--- src/rtl/fa16_rev_pkg.sv ---
// rtl/fa16_rev_pkg.sv - shared types for the fa16_rev sequencer
package fa16_rev_pkg;

    localparam int W = 16;

    typedef struct packed {
        logic [W-1:0] s;
        logic [W-1:0] a_b;
        logic         c0_b;
        logic         c15;
    } hist_t;

    typedef enum logic [2:0] {
        ST_IDLE = 3'd0,
        ST_TURN = 3'd1,
        ST_FWD  = 3'd2,
        ST_REV  = 3'd3,
        ST_RESP = 3'd4
    } seq_state_t;

endpackage

--- src/rtl/rev_hist_stack.sv ---
// rtl/rev_hist_stack.sv - history LIFO of forward macro outputs
module rev_hist_stack
    import fa16_rev_pkg::*;
#(
    parameter int DEPTH = 8
) (
    input  logic                     clk,
    input  logic                     rst_n,
    input  logic                     push,
    input  logic                     pop,
    input  hist_t                    din,
    output hist_t                    top,
    output logic                     full,
    output logic                     empty,
    output logic [$clog2(DEPTH):0]   count
);
    localparam int AW = $clog2(DEPTH);

    hist_t          mem [DEPTH];
    logic [AW-1:0]  top_idx;
    logic           do_push;
    logic           do_pop;

    assign full    = (count == (AW+1)'(DEPTH));
    assign empty   = (count == '0);
    assign do_push = push && !full;
    assign do_pop  = pop && !empty;
    assign top_idx = AW'(count - 1'b1);
    assign top     = mem[top_idx];

    // Contents are don't-care after reset, so only the pointer is reset.
    always_ff @(posedge clk) begin
        if (do_push) begin
            mem[count[AW-1:0]] <= din;
        end
    end

    always_ff @(posedge clk or negedge rst_n) begin
        if (!rst_n) begin
            count <= '0;
        end else if (do_push) begin
            count <= count + 1'b1;
        end else if (do_pop) begin
            count <= count - 1'b1;
        end
    end

endmodule

--- src/rtl/fa16_rev_seq.sv ---
// rtl/fa16_rev_seq.sv - forward/reverse sequencer for the fa16_rev reversible adder
module fa16_rev_seq
    import fa16_rev_pkg::*;
#(
    parameter int DEPTH      = 8,
    parameter int SETTLE_CYC = 2,
    parameter int CHECK_EN   = 1
) (
    input  logic                    clk,
    input  logic                    rst_n,
    input  logic                    fwd_valid,
    output logic                    fwd_ready,
    input  logic [15:0]             fwd_a,
    input  logic [15:0]             fwd_b,
    input  logic                    fwd_cin,
    output logic                    res_valid,
    input  logic                    res_ready,
    output logic [15:0]             res_s,
    output logic                    res_cout,
    input  logic                    rev_valid,
    output logic                    rev_ready,
    output logic                    rec_valid,
    input  logic                    rec_ready,
    output logic [15:0]             rec_a,
    output logic [15:0]             rec_b,
    output logic                    rec_cin,
    output logic                    rec_err,
    output logic [$clog2(DEPTH):0]  depth,
    output logic                    dir,
    output logic [15:0]             f_a,
    output logic [15:0]             f_b,
    output logic                    f_c0_f,
    output logic                    f_z,
    input  logic [15:0]             f_s,
    input  logic [15:0]             f_a_b,
    input  logic                    f_c0_b,
    input  logic                    f_c15,
    output logic [15:0]             r_s,
    output logic [15:0]             r_a_b,
    output logic                    r_c0_b,
    output logic                    r_c15,
    input  logic [15:0]             r_a,
    input  logic [15:0]             r_b,
    input  logic                    r_c0_f,
    input  logic                    r_z
);
    localparam int CNT_W = (SETTLE_CYC < 1) ? 1 : $clog2(SETTLE_CYC + 1);

    seq_state_t  state;
    logic [CNT_W-1:0] cnt;
    logic        settle_done;
    logic        full;
    logic        empty;
    logic        rev_fire;
    logic        fwd_fire;
    logic        push;
    hist_t       top;
    hist_t       push_data;

    assign fwd_ready   = (state == ST_IDLE) && !full && !res_valid;
    assign rev_ready   = (state == ST_IDLE) && !empty && !rec_valid;
    assign rev_fire    = rev_valid && rev_ready;
    assign fwd_fire    = fwd_valid && fwd_ready && !rev_fire;
    // Operands settle for SETTLE_CYC full cycles; the edge after that samples.
    assign settle_done = (cnt == CNT_W'(SETTLE_CYC));
    assign push        = (state == ST_FWD) && settle_done;
    assign push_data   = '{s: f_s, a_b: f_a_b, c0_b: f_c0_b, c15: f_c15};
    assign f_z         = 1'b0;

    rev_hist_stack #(.DEPTH(DEPTH)) u_hist (
        .clk   (clk),
        .rst_n (rst_n),
        .push  (push),
        .pop   (rev_fire),
        .din   (push_data),
        .top   (top),
        .full  (full),
        .empty (empty),
        .count (depth)
    );

    always_ff @(posedge clk or negedge rst_n) begin
        if (!rst_n) begin
            state     <= ST_IDLE;
            cnt       <= '0;
            dir       <= 1'b0;
            f_a       <= '0;
            f_b       <= '0;
            f_c0_f    <= 1'b0;
            r_s       <= '0;
            r_a_b     <= '0;
            r_c0_b    <= 1'b0;
            r_c15     <= 1'b0;
            res_valid <= 1'b0;
            res_s     <= '0;
            res_cout  <= 1'b0;
            rec_valid <= 1'b0;
            rec_a     <= '0;
            rec_b     <= '0;
            rec_cin   <= 1'b0;
            rec_err   <= 1'b0;
        end else begin
            case (state)
                ST_IDLE: begin
                    cnt <= '0;
                    if (rev_fire) begin
                        r_s    <= top.s;
                        r_a_b  <= top.a_b;
                        r_c0_b <= top.c0_b;
                        r_c15  <= top.c15;
                        state  <= dir ? ST_REV : ST_TURN;
                    end else if (fwd_fire) begin
                        f_a    <= fwd_a;
                        f_b    <= fwd_b;
                        f_c0_f <= fwd_cin;
                        state  <= dir ? ST_TURN : ST_FWD;
                    end
                end
                ST_TURN: begin
                    dir   <= ~dir;
                    state <= dir ? ST_FWD : ST_REV;
                end
                ST_FWD: begin
                    if (settle_done) begin
                        res_s     <= f_s;
                        res_cout  <= f_c15;
                        res_valid <= 1'b1;
                        cnt       <= '0;
                        state     <= ST_RESP;
                    end else begin
                        cnt <= cnt + 1'b1;
                    end
                end
                ST_REV: begin
                    if (settle_done) begin
                        rec_a     <= r_a;
                        rec_b     <= r_b;
                        rec_cin   <= r_c0_f;
                        rec_err   <= (CHECK_EN != 0) && (r_z || (r_a != r_a_b));
                        rec_valid <= 1'b1;
                        cnt       <= '0;
                        state     <= ST_RESP;
                    end else begin
                        cnt <= cnt + 1'b1;
                    end
                end
                ST_RESP: begin
                    if ((res_valid && res_ready) || (rec_valid && rec_ready)) begin
                        res_valid <= 1'b0;
                        rec_valid <= 1'b0;
                        state     <= ST_IDLE;
                    end
                end
                default: state <= ST_IDLE;
            endcase
        end
    end

endmodule

--- config.mk ---
export PLATFORM = sky130hd
export DESIGN_NAME = fa16_rev_seq
export DESIGN_NICKNAME = d
export VERILOG_FILES = /design/src/rtl/fa16_rev_pkg.sv /design/src/rtl/rev_hist_stack.sv /design/src/rtl/fa16_rev_seq.sv
export SDC_FILE = /design/constraint.sdc
export NUM_CORES = 1
export LEC_CHECK = 0
export CORE_UTILIZATION = 49
export DETAILED_ROUTE_END_ITERATION = 7
export PLACE_DENSITY = 0.76
export RECOVER_POWER = 25
export SLEW_MARGIN = 20
export SYNTH_ARGS = -nofsm -noshare
export SYNTH_HDL_FRONTEND = slang
export SYNTH_SLANG_ARGS = --single-unit
--- constraint.sdc ---
create_clock -name clk -period 4.7 [get_ports clk]
set_input_delay 0.47 -clock clk [delete_from_list [all_inputs] [get_ports clk]]
set_output_delay 0.47 -clock clk [all_outputs]
set_load 0.005 [all_outputs]
==> results of run 1 <==
==> cell usage after synthesis <==
| cell | n |
|---|---|
| sky130_fd_sc_hd__mux2_1 | 7 |
| sky130_fd_sc_hd__nor2_1 | 7 |
| sky130_fd_sc_hd__nand4_1 | 1 |
| sky130_fd_sc_hd__nand2b_4 | 1 |
| sky130_fd_sc_hd__xor2_1 | 18 |
| sky130_fd_sc_hd__buf_4 | 8 |
| sky130_fd_sc_hd__o22ai_1 | 36 |
| sky130_fd_sc_hd__or4_1 | 1 |
| sky130_fd_sc_hd__o31ai_1 | 2 |
| sky130_fd_sc_hd__nor3b_1 | 1 |
| sky130_fd_sc_hd__nor3_1 | 8 |
| sky130_fd_sc_hd__inv_1 | 5 |
| sky130_fd_sc_hd__buf_6 | 7 |
| sky130_fd_sc_hd__nand3b_1 | 1 |
| sky130_fd_sc_hd__a21oi_1 | 2 |
| sky130_fd_sc_hd__o211ai_1 | 1 |
| sky130_fd_sc_hd__xnor2_1 | 4 |
| sky130_fd_sc_hd__and2_1 | 2 |
| sky130_fd_sc_hd__a311oi_1 | 1 |
| sky130_fd_sc_hd__nand2b_1 | 2 |
| sky130_fd_sc_hd__conb_1 | 1 |
| sky130_fd_sc_hd__a211o_1 | 1 |
| sky130_fd_sc_hd__a22o_1 | 1 |
| sky130_fd_sc_hd__mux2i_1 | 68 |
| sky130_fd_sc_hd__nor4_1 | 3 |
| sky130_fd_sc_hd__o21a_1 | 1 |
| sky130_fd_sc_hd__clkbuf_1 | 13 |
| sky130_fd_sc_hd__a22oi_1 | 1 |
| sky130_fd_sc_hd__mux2_4 | 27 |
| sky130_fd_sc_hd__nor3_2 | 2 |
| sky130_fd_sc_hd__o21ai_0 | 40 |
| sky130_fd_sc_hd__nor3b_2 | 2 |
| sky130_fd_sc_hd__or3_1 | 3 |
| sky130_fd_sc_hd__nand2_1 | 48 |
| sky130_fd_sc_hd__nand3_1 | 1 |
| sky130_fd_sc_hd__inv_2 | 2 |
| sky130_fd_sc_hd__buf_2 | 22 |
| sky130_fd_sc_hd__dfrtp_1 | 130 |
| sky130_fd_sc_hd__edfxtp_1 | 272 |
| sky130_fd_sc_hd__mux2_2 | 117 |
| sky130_fd_sc_hd__nor3_4 | 1 |
| sky130_fd_sc_hd__ha_1 | 3 |
| sky130_fd_sc_hd__a221o_1 | 34 |
==> metrics by stage <==
step           total power (W)  instances  utilization
3_3_place_gp           0.00409       1511        0.585
2_1_floorplan          0.00391        908            -
3_5_place_dp           0.00410       1511        0.585
4_1_cts                0.00717       1587        0.627
5_1_grt                0.00731       1589        0.628
6_report               0.00710       1590        0.628
==> sequential cells by signal (all words and copies together), names as in the netlist, 4 cells and up <==
name,cells
u_hist.mem,272
r_s,16
u_hist.count,4
r_a_b,16
rec_b,16
f_b,16
rec_a,16
res_s,16
f_a,16
==> worst paths after layout <==
kind,start,endpoint,cells past startpoint
min,f_a[14]$_DFFE_PN0P_,f_a[14]$_DFFE_PN0P_,1
max in group asynchronous,rst_n,r_a_b[4]$_DFFE_PN0P_,3
max,u_hist.count[0]$_DFFE_PN0P_,u_hist.mem[0][6]$_DFFE_PP_,7
min reg2reg,f_a[14]$_DFFE_PN0P_,f_a[14]$_DFFE_PN0P_,1
max reg2reg,u_hist.count[0]$_DFFE_PN0P_,u_hist.mem[0][6]$_DFFE_PP_,7
min in group asynchronous,rst_n,res_s[13]$_DFFE_PN0P_,2
==> cell families after synthesis <==
| kind of cell | synth area share |
|---|---|
| simple gates | 0.0266 |
| compound gates | 0.0534 |
| fa+ha+maj | 0.00239 |
| buf+inv | 0.0206 |
| other cells | 0.000239 |
| mux | 0.158 |
| flops | 0.727 |
| xor+xnor | 0.0123 |
==> placed cells by master (no fill, tap or decap), types with 27 or more instances in the layout <==
master / count
sky130_fd_sc_hd__edfxtp_1: 272
sky130_fd_sc_hd__clkdlybuf4s50_1: 201
sky130_fd_sc_hd__dfrtp_1: 129
sky130_fd_sc_hd__mux2_2: 117
sky130_fd_sc_hd__mux2i_1: 68
sky130_fd_sc_hd__nand2_1: 46
sky130_fd_sc_hd__clkbuf_16: 41
sky130_fd_sc_hd__o21ai_0: 40
sky130_fd_sc_hd__o22ai_1: 36
sky130_fd_sc_hd__a221o_1: 34
sky130_fd_sc_hd__dlygate4sd3_1: 32
sky130_fd_sc_hd__mux2_4: 27
==> power groups by stage <==
stage          sequential [W]  combinational (W)  clock [W]
3_3_place_gp          0.00388           0.000210          0
4_1_cts               0.00381           0.000216    0.00315
3_5_place_dp          0.00388           0.000213          0
2_1_floorplan         0.00388          0.0000262          0
5_1_grt               0.00381           0.000223    0.00328
6_report              0.00381           0.000206    0.00308
==> routing by layer <==
layer / up-vias / share of wire / track usage
met3: 54 / 0.086 / 0.0544
met5: - / 0.0012 / 0
li1: 3988 / - / -
met2: 385 / 0.49 / 0.370
met1: 4400 / 0.41 / 0.286
met4: 6 / 0.016 / 0.0542
==> repair_timing <==
action,4_1_cts,5_1_grt
endpoints found under the setup margin,0,0
hold endpoints to repair,2,0
hold buffers,1,0
==> cell type report <==
class | instances | share of cell area
Clock buffer | 60 | 0.0584
Sequential cell | 402 | 0.576
Tap cell | 402 | 0.0254
Antenna cell | 1 | 0.000126
Multi-Input combinational cell | 449 | 0.204
Timing Repair Buffer | 254 | 0.127
Inverter | 7 | 0.00133
Clock inverter | 15 | 0.00644
==> metrics.log, run 1 <==
INFO  metric status = completed
INFO  metric die_area = 32800 um^2
INFO  metric share_comb_of_total_power = 0.029
INFO  metric placement_rows = 65
INFO  metric synth.avg_cell_area = between 15 and 20 um^2
INFO  metric insertion_delay = between 500 and 600 ps
INFO  metric regToRegSetupSlack = 1050 ps
INFO  metric critPathTopFamily = simple AND/OR/NAND/NOR gates
INFO  metric post_cts.repair.setup_buffers = 0
INFO  metric placement.cell_area = about 18000 um^2
INFO  metric grt_overflow = 0
INFO  metric share_of_the_yosys_chip_area_belonging_to_registers = 0.727
INFO  metric sequential_area = 11400 um^2
INFO  metric yosys_warnings = 0
INFO  metric clock_power_share = 0.434
INFO  metric maximum_number_of_pins_on_one_net_before_global_route_repair = 74
INFO  metric syn_nets = 1018
INFO  metric final.setup_skew = 18.2 ps
INFO  metric timing.critical_path.arrival = 3830 ps
INFO  metric power.switching_fraction = 0.198
INFO  metric area_growth_syn_to_layout = 26.1%
INFO  metric fin_nets = 1265
INFO  metric tritoncts.num_buffers = 41
INFO  metric synth.top_cell.area_share = 0.520
INFO  metric cts_repair_resized_insts = 0
INFO  metric die_y = 181 um
INFO  metric post-route-drc-count = 0
INFO  metric cp-start-kind = flop
INFO  metric worst_ir_drop_vdd = between 0.2 and 0.3 mV
INFO  metric crit_chain = inv_1 > ha_1 > nand3b_1 > and2_1 > nand2b_1 > nor3_2 > buf_4
INFO  metric setup-tns-final = 0 ps
INFO  metric place_ws = 1020 ps
INFO  metric dieWidth = 181 um
INFO  metric buffer_ports.inserted = 233
INFO  metric mappedNetlistArea = 15700 um^2
INFO  metric critPathBufInv = 2
INFO  metric routedWlPerCell = 22.7 um
INFO  metric multi_input_comb_area = 4050 um^2
INFO  metric path_class = reg2reg
INFO  metric finalHoldViolCount = 0
INFO  metric sequentialPowerShare = 0.537
INFO  metric layout_cell_share_with_drive_strength_beyond_1 = 0.206
INFO  metric drtPass1Iterations = 5
INFO  metric min_period = between 3000 and 4000 ps
INFO  metric routed_wl = 36.1 mm
INFO  metric hold_class = reg2reg
INFO  metric final_design_area_no_fill = 19800 um^2
INFO  metric initial_core_utilization = 0.498
INFO  metric post_synth_num_cell_types = between 40 and 50
INFO  metric cts_htree_levels = 2
INFO  metric tritoncts_num_sinks = 402
INFO  metric grt_first_pass_wirelength = 54.0 mm
INFO  metric finalHoldWorstSlack = 482 ps
INFO  metric design.core.area = 31600 um^2
INFO  metric dp.final_hpwl = ~22 mm
INFO  metric yosys-top-cells-area = sky130_fd_sc_hd__edfxtp_1 (52%), sky130_fd_sc_hd__dfrtp_1 (21%), sky130_fd_sc_hd__mux2_2 (8.4%), sky130_fd_sc_hd__mux2i_1 (4.3%), sky130_fd_sc_hd__mux2_4 (2.6%)
INFO  metric antenna_violating_nets_post_route = 0
INFO  metric cell_chosen_for_the_clock_root = sky130_fd_sc_hd__clkbuf_16
INFO  metric p_leak = a little over 7 nW
INFO  metric first_iter_violations = 730
INFO  metric cp.required = roughly 5000 ps
INFO  metric worstPathMaxFanout = 40
INFO  metric finalMaxSlewViolations = 0
INFO  metric number_of_global_route_vias_before_repair = 8882
INFO  metric vias_per_cell = about 5.6
INFO  metric rsz0062_at_grt = no
INFO  metric intPower = 0.00569 W
INFO  metric relSlewSlack = 0.271
INFO  metric end_kind = flop
INFO  metric ys_seq_elements = 402
INFO  metric grt_antenna_before_repair = 5
INFO  metric cts-root-to-sink-buffers = 3
INFO  metric finalWorstSetupSlack = about 1100 ps
INFO  metric vias = 8833
INFO  metric layout_worst_path_cycle_share = 0.776
INFO  metric syn-instance-count = roughly 910
INFO  metric tritoncts = done
INFO  metric power-per-cell-area = 358 nW/um^2
INFO  metric total_switching_power = approximately 0.0014 W
INFO  metric tightest_slew = 1090 ps
INFO  metric synthDominantAreaCellType = sky130_fd_sc_hd__edfxtp_1
INFO  metric place_congestion = 0.850
INFO  metric slowest_stage = sky130_fd_sc_hd__nor3_2
INFO  metric n_fill_cell = 2264
INFO  metric clock.fmax = approximately 270 MHz
INFO  metric count_of_endpoints_failing_setup_in_the_final_report = 0
INFO  metric clkTransAtPathRegs = 60 ps
INFO  metric io_pins = 235
INFO  metric all_layer_global_routing_usage = 0.219
INFO  metric worst_path_largest_cell_delay = 830 ps
INFO  metric cap_violations = 0
Note: power is estimated with default switching activity, not from simulation.
==> run 2, diff against run 1 <==
--- a/config.mk
+++ b/config.mk
@@ -5,9 +5,9 @@
 export SDC_FILE = /design/constraint.sdc
 export NUM_CORES = 1
 export LEC_CHECK = 0
-export CORE_UTILIZATION = 49
+export CORE_UTILIZATION = 54
 export DETAILED_ROUTE_END_ITERATION = 7
-export PLACE_DENSITY = 0.76
+export PLACE_DENSITY = 0.8
 export RECOVER_POWER = 25
 export SLEW_MARGIN = 20
 export SYNTH_ARGS = -nofsm -noshare
==> constraint.sdc (replaced) <==
create_clock -name clk -period 3.4 [get_ports clk]
set_input_delay 0.34 -clock clk [delete_from_list [all_inputs] [get_ports clk]]
set_output_delay 0.34 -clock clk [all_outputs]
set_load 0.005 [all_outputs]
==> run 2 against run 1 <==
  * First-iteration DRC count decreased by 22%
  * Clock skew about the same
  * Worst setup slack got worse by 420 ps
==> metrics.log, run 2 (same netlist as run 1, synthesis figures left out) <==
INFO  metric p_leak = 7.26 nW (was 7.23 nW)
INFO  metric grt_first_pass_wirelength = 54.6 mm (was 54.0 mm)
INFO  metric finalWorstSetupSlack = 631 ps (was 1050 ps)
INFO  metric tritoncts_num_sinks = 402 (unchanged)
INFO  metric routedWlPerCell = 22.4 um (was 22.7 um)
INFO  metric min_period = 2770 ps
INFO  metric end_kind = primary output (was flop)
INFO  metric multi_input_comb_area = 4060 um^2 (was 4050 um^2)
INFO  metric critPathTopFamily = buffers and inverters (was simple AND/OR/NAND/NOR gates)
INFO  metric regToRegStartpoint = u_hist.count[0]$_DFFE_PN0P_ (unchanged)
INFO  metric buffer_ports.inserted = 233 (unchanged)
INFO  metric clock.fmax = ~360 MHz
INFO  metric drtPass1Iterations = 5 (unchanged)
INFO  metric relSlewSlack = 0.261 (was 0.271)
INFO  metric total_power = 0.00993 W (was 0.00710 W)
INFO  metric vias_per_cell = 5.66 (was 5.56)
INFO  metric layout_cell_share_with_drive_strength_beyond_1 = 0.208 (was 0.206)
INFO  metric n_fill_cell = 1874 (was 2264)
INFO  metric status = completed (unchanged)
INFO  metric power-per-cell-area = 500 nW/um^2 (was 358 nW/um^2)
INFO  metric insertion_delay = 530 ps (was 540 ps)
INFO  metric layout.cells.most_common_list = sky130_fd_sc_hd__edfxtp_1 (272), sky130_fd_sc_hd__clkdlybuf4s50_1 (201), sky130_fd_sc_hd__dfrtp_1 (129) (unchanged)
INFO  metric place_congestion = 0.810 (was 0.850)
INFO  metric dieWidth = 173 um (was 181 um)
INFO  metric grt_overflow = 0 (unchanged)
INFO  metric post_layout_nonfiller_instances = 1578 (was 1590)
INFO  metric placement_rows = 62 (was 65)
INFO  metric first_iter_violations = 566 (was 730)
INFO  metric initial_core_utilization = 0.548 (was 0.498)
INFO  metric slowest_stage = sky130_fd_sc_hd__dfrtp_4 (was sky130_fd_sc_hd__nor3_2)
INFO  metric dpl.cell_count = 1497 (was 1511)
INFO  metric dp.final_hpwl = 21.8 mm (was 22.0 mm)
INFO  metric worst_path_largest_cell_delay = 490 ps (was 830 ps)
INFO  metric routed_wl = 35.3 mm (was 36.1 mm)
INFO  metric hold_class = in2async (was reg2reg)
INFO  metric regToRegSetupSlack = 830 ps (was 1050 ps)
INFO  metric fin_nets = 1267 (was 1265)
INFO  metric tritoncts.num_buffers = 41 (unchanged)
INFO  metric crit_chain = inv_1 > ha_1 > nand3b_1 > nand2_1 > nor2_1 > clkdlybuf4s50_1 (was inv_1 > ha_1 > nand3b_1 > and2_1 > nand2b_1 > nor3_2 > buf_4)
INFO  metric grt_antenna_before_repair = 6 (was 5)
INFO  metric cp.required = 3060 ps (was 4880 ps)
INFO  metric critPathBufInv = 2 (unchanged)
INFO  metric cap_violations = 0 (unchanged)
INFO  metric die_y = 173 um (was 181 um)
INFO  metric cts_htree_levels = 2 (unchanged)
INFO  metric cts-root-to-sink-buffers = 3 (unchanged)
INFO  metric design.core.area = 28700 um^2 (was 31600 um^2)
INFO  metric layout_worst_path_cycle_share = 0.814
INFO  metric tritoncts = done (unchanged)
INFO  metric finalMaxSlewViolations = 0 (unchanged)
INFO  metric postLayoutCoreUtil = 0.692 (was 0.628)
INFO  metric io_pins = 235 (unchanged)
INFO  metric sequential_area = 11400 um^2 (unchanged)
INFO  metric final.setup_skew = 18.2 ps (about the same)
INFO  metric count_of_endpoints_failing_setup_in_the_final_report = 0 (unchanged)
INFO  metric antenna_violating_nets_post_route = 0 (unchanged)
INFO  metric largest_register_ffs = 272 (unchanged)
INFO  metric die_area = 29800 um^2 (was 32800 um^2)
INFO  metric finalHoldViolCount = 0 (unchanged)
INFO  metric worstPathMaxFanout = 5 (was 40)
INFO  metric area_growth_syn_to_layout = 26.4% (was 26.1%)
INFO  metric cp-start-kind = flop (unchanged)
INFO  metric all_layer_global_routing_usage = 0.240 (was 0.219)
INFO  metric vias = 8924 (was 8833)
INFO  metric cts_repair_resized_insts = 0 (unchanged)
INFO  metric cell_chosen_for_the_clock_root = sky130_fd_sc_hd__clkbuf_16 (unchanged)
INFO  metric reg2regPathDepth = 7 (unchanged)
INFO  metric worst_ir_drop_vdd = 0.400 mV (was 0.291 mV)
INFO  metric place_ws = 860 ps (was 1020 ps)
INFO  metric timing.critical_path.arrival = 2430 ps (was 3830 ps)
INFO  metric post-route-drc-count = 0 (unchanged)
INFO  metric endpoint_of_the_worst_register_to_register_path = u_hist.mem[1][31]$_DFFE_PP_ (was u_hist.mem[0][6]$_DFFE_PP_)
INFO  metric path_class = reg2out (was reg2reg)
INFO  metric clkTransAtPathRegs = 60 ps (about the same)
INFO  metric layout_commonest_cell = sky130_fd_sc_hd__edfxtp_1 (unchanged)
INFO  metric number_of_global_route_vias_before_repair = 9344 (was 8882)
INFO  metric rsz0062_at_grt = no (unchanged)
INFO  metric tightest_slew = 1110 ps (was 1090 ps)
INFO  metric maximum_number_of_pins_on_one_net_before_global_route_repair = 145 (was 74)
==> run 2: worst max path at each step <==
| stage | endpoint | slack (ps) | cells past startpoint | from |
|---|---|---|---|---|
| 4_1_cts | fwd_ready | 640 | 6 | u_hist.count[0]$_DFFE_PN0P_ |
| 5_1_grt | rev_ready | 560 | 5 | u_hist.count[0]$_DFFE_PN0P_ |
| 6_report | fwd_ready | 630 | 6 | u_hist.count[0]$_DFFE_PN0P_ |
| 3_3_place_gp | u_hist.mem[7][15]$_DFFE_PP_ | 950 | 4 | u_hist.count[0]$_DFFE_PN0P_ |
| 3_5_place_dp | u_hist.mem[1][26]$_DFFE_PP_ | 860 | 7 | u_hist.count[0]$_DFFE_PN0P_ |
| 2_1_floorplan | u_hist.mem[4][0]$_DFFE_PP_ | -570 | 6 | state[2]$_DFFE_PN0P_ |
==> run 2: per-stage QoR <==
step                      setup TNS [ps]  hold WS [ps]  area (um^2)
after global placement                 0           448        18500
after global routing                   0           421        19900
after CTS                              0           409        19900
after detailed placement               0           458        18500
final                                  0           404        19900
after floorplan                   -66340          44.4        15700
==> run 2: report_power, final <==
part / switching [W] / internal [W]
sequential: 0.0000146 / 0.00525
combinational: 0.000120 / 0.000165
clock: 0.00178 / 0.00259
total: 0.00191 / 0.00801
==> run 2: repair_timing <==
action,in CTS,in global routing
buffers inserted,0,0
hold buffers,1,0
endpoints found under the hold margin,78,0
setup endpoints to repair,0,0
==> run 2: layout make-up <==
| class | count | area share |
|---|---|---|
| clock buffer | 57 | 0.0598 |
| clock inverter | 19 | 0.00718 |
| inverter | 7 | 0.00132 |
| timing repair buffer | 256 | 0.128 |
| sequential | 402 | 0.575 |
| multi-input combinational | 449 | 0.204 |
| tap | 384 | 0.0242 |
| antenna | 4 | 0.000504 |
==> run 2: layer usage <==
| layer | vias to the layer above | track usage | routed length, um |
|---|---|---|---|
| li1 | 4001 | - | - |
| met1 | 4514 | 0.311 | 14300 |
| met2 | 341 | 0.405 | 17800 |
| met3 | 64 | 0.0536 | 2370 |
| met4 | 4 | 0.0766 | 804 |
| met5 | - | 0 | 30 |
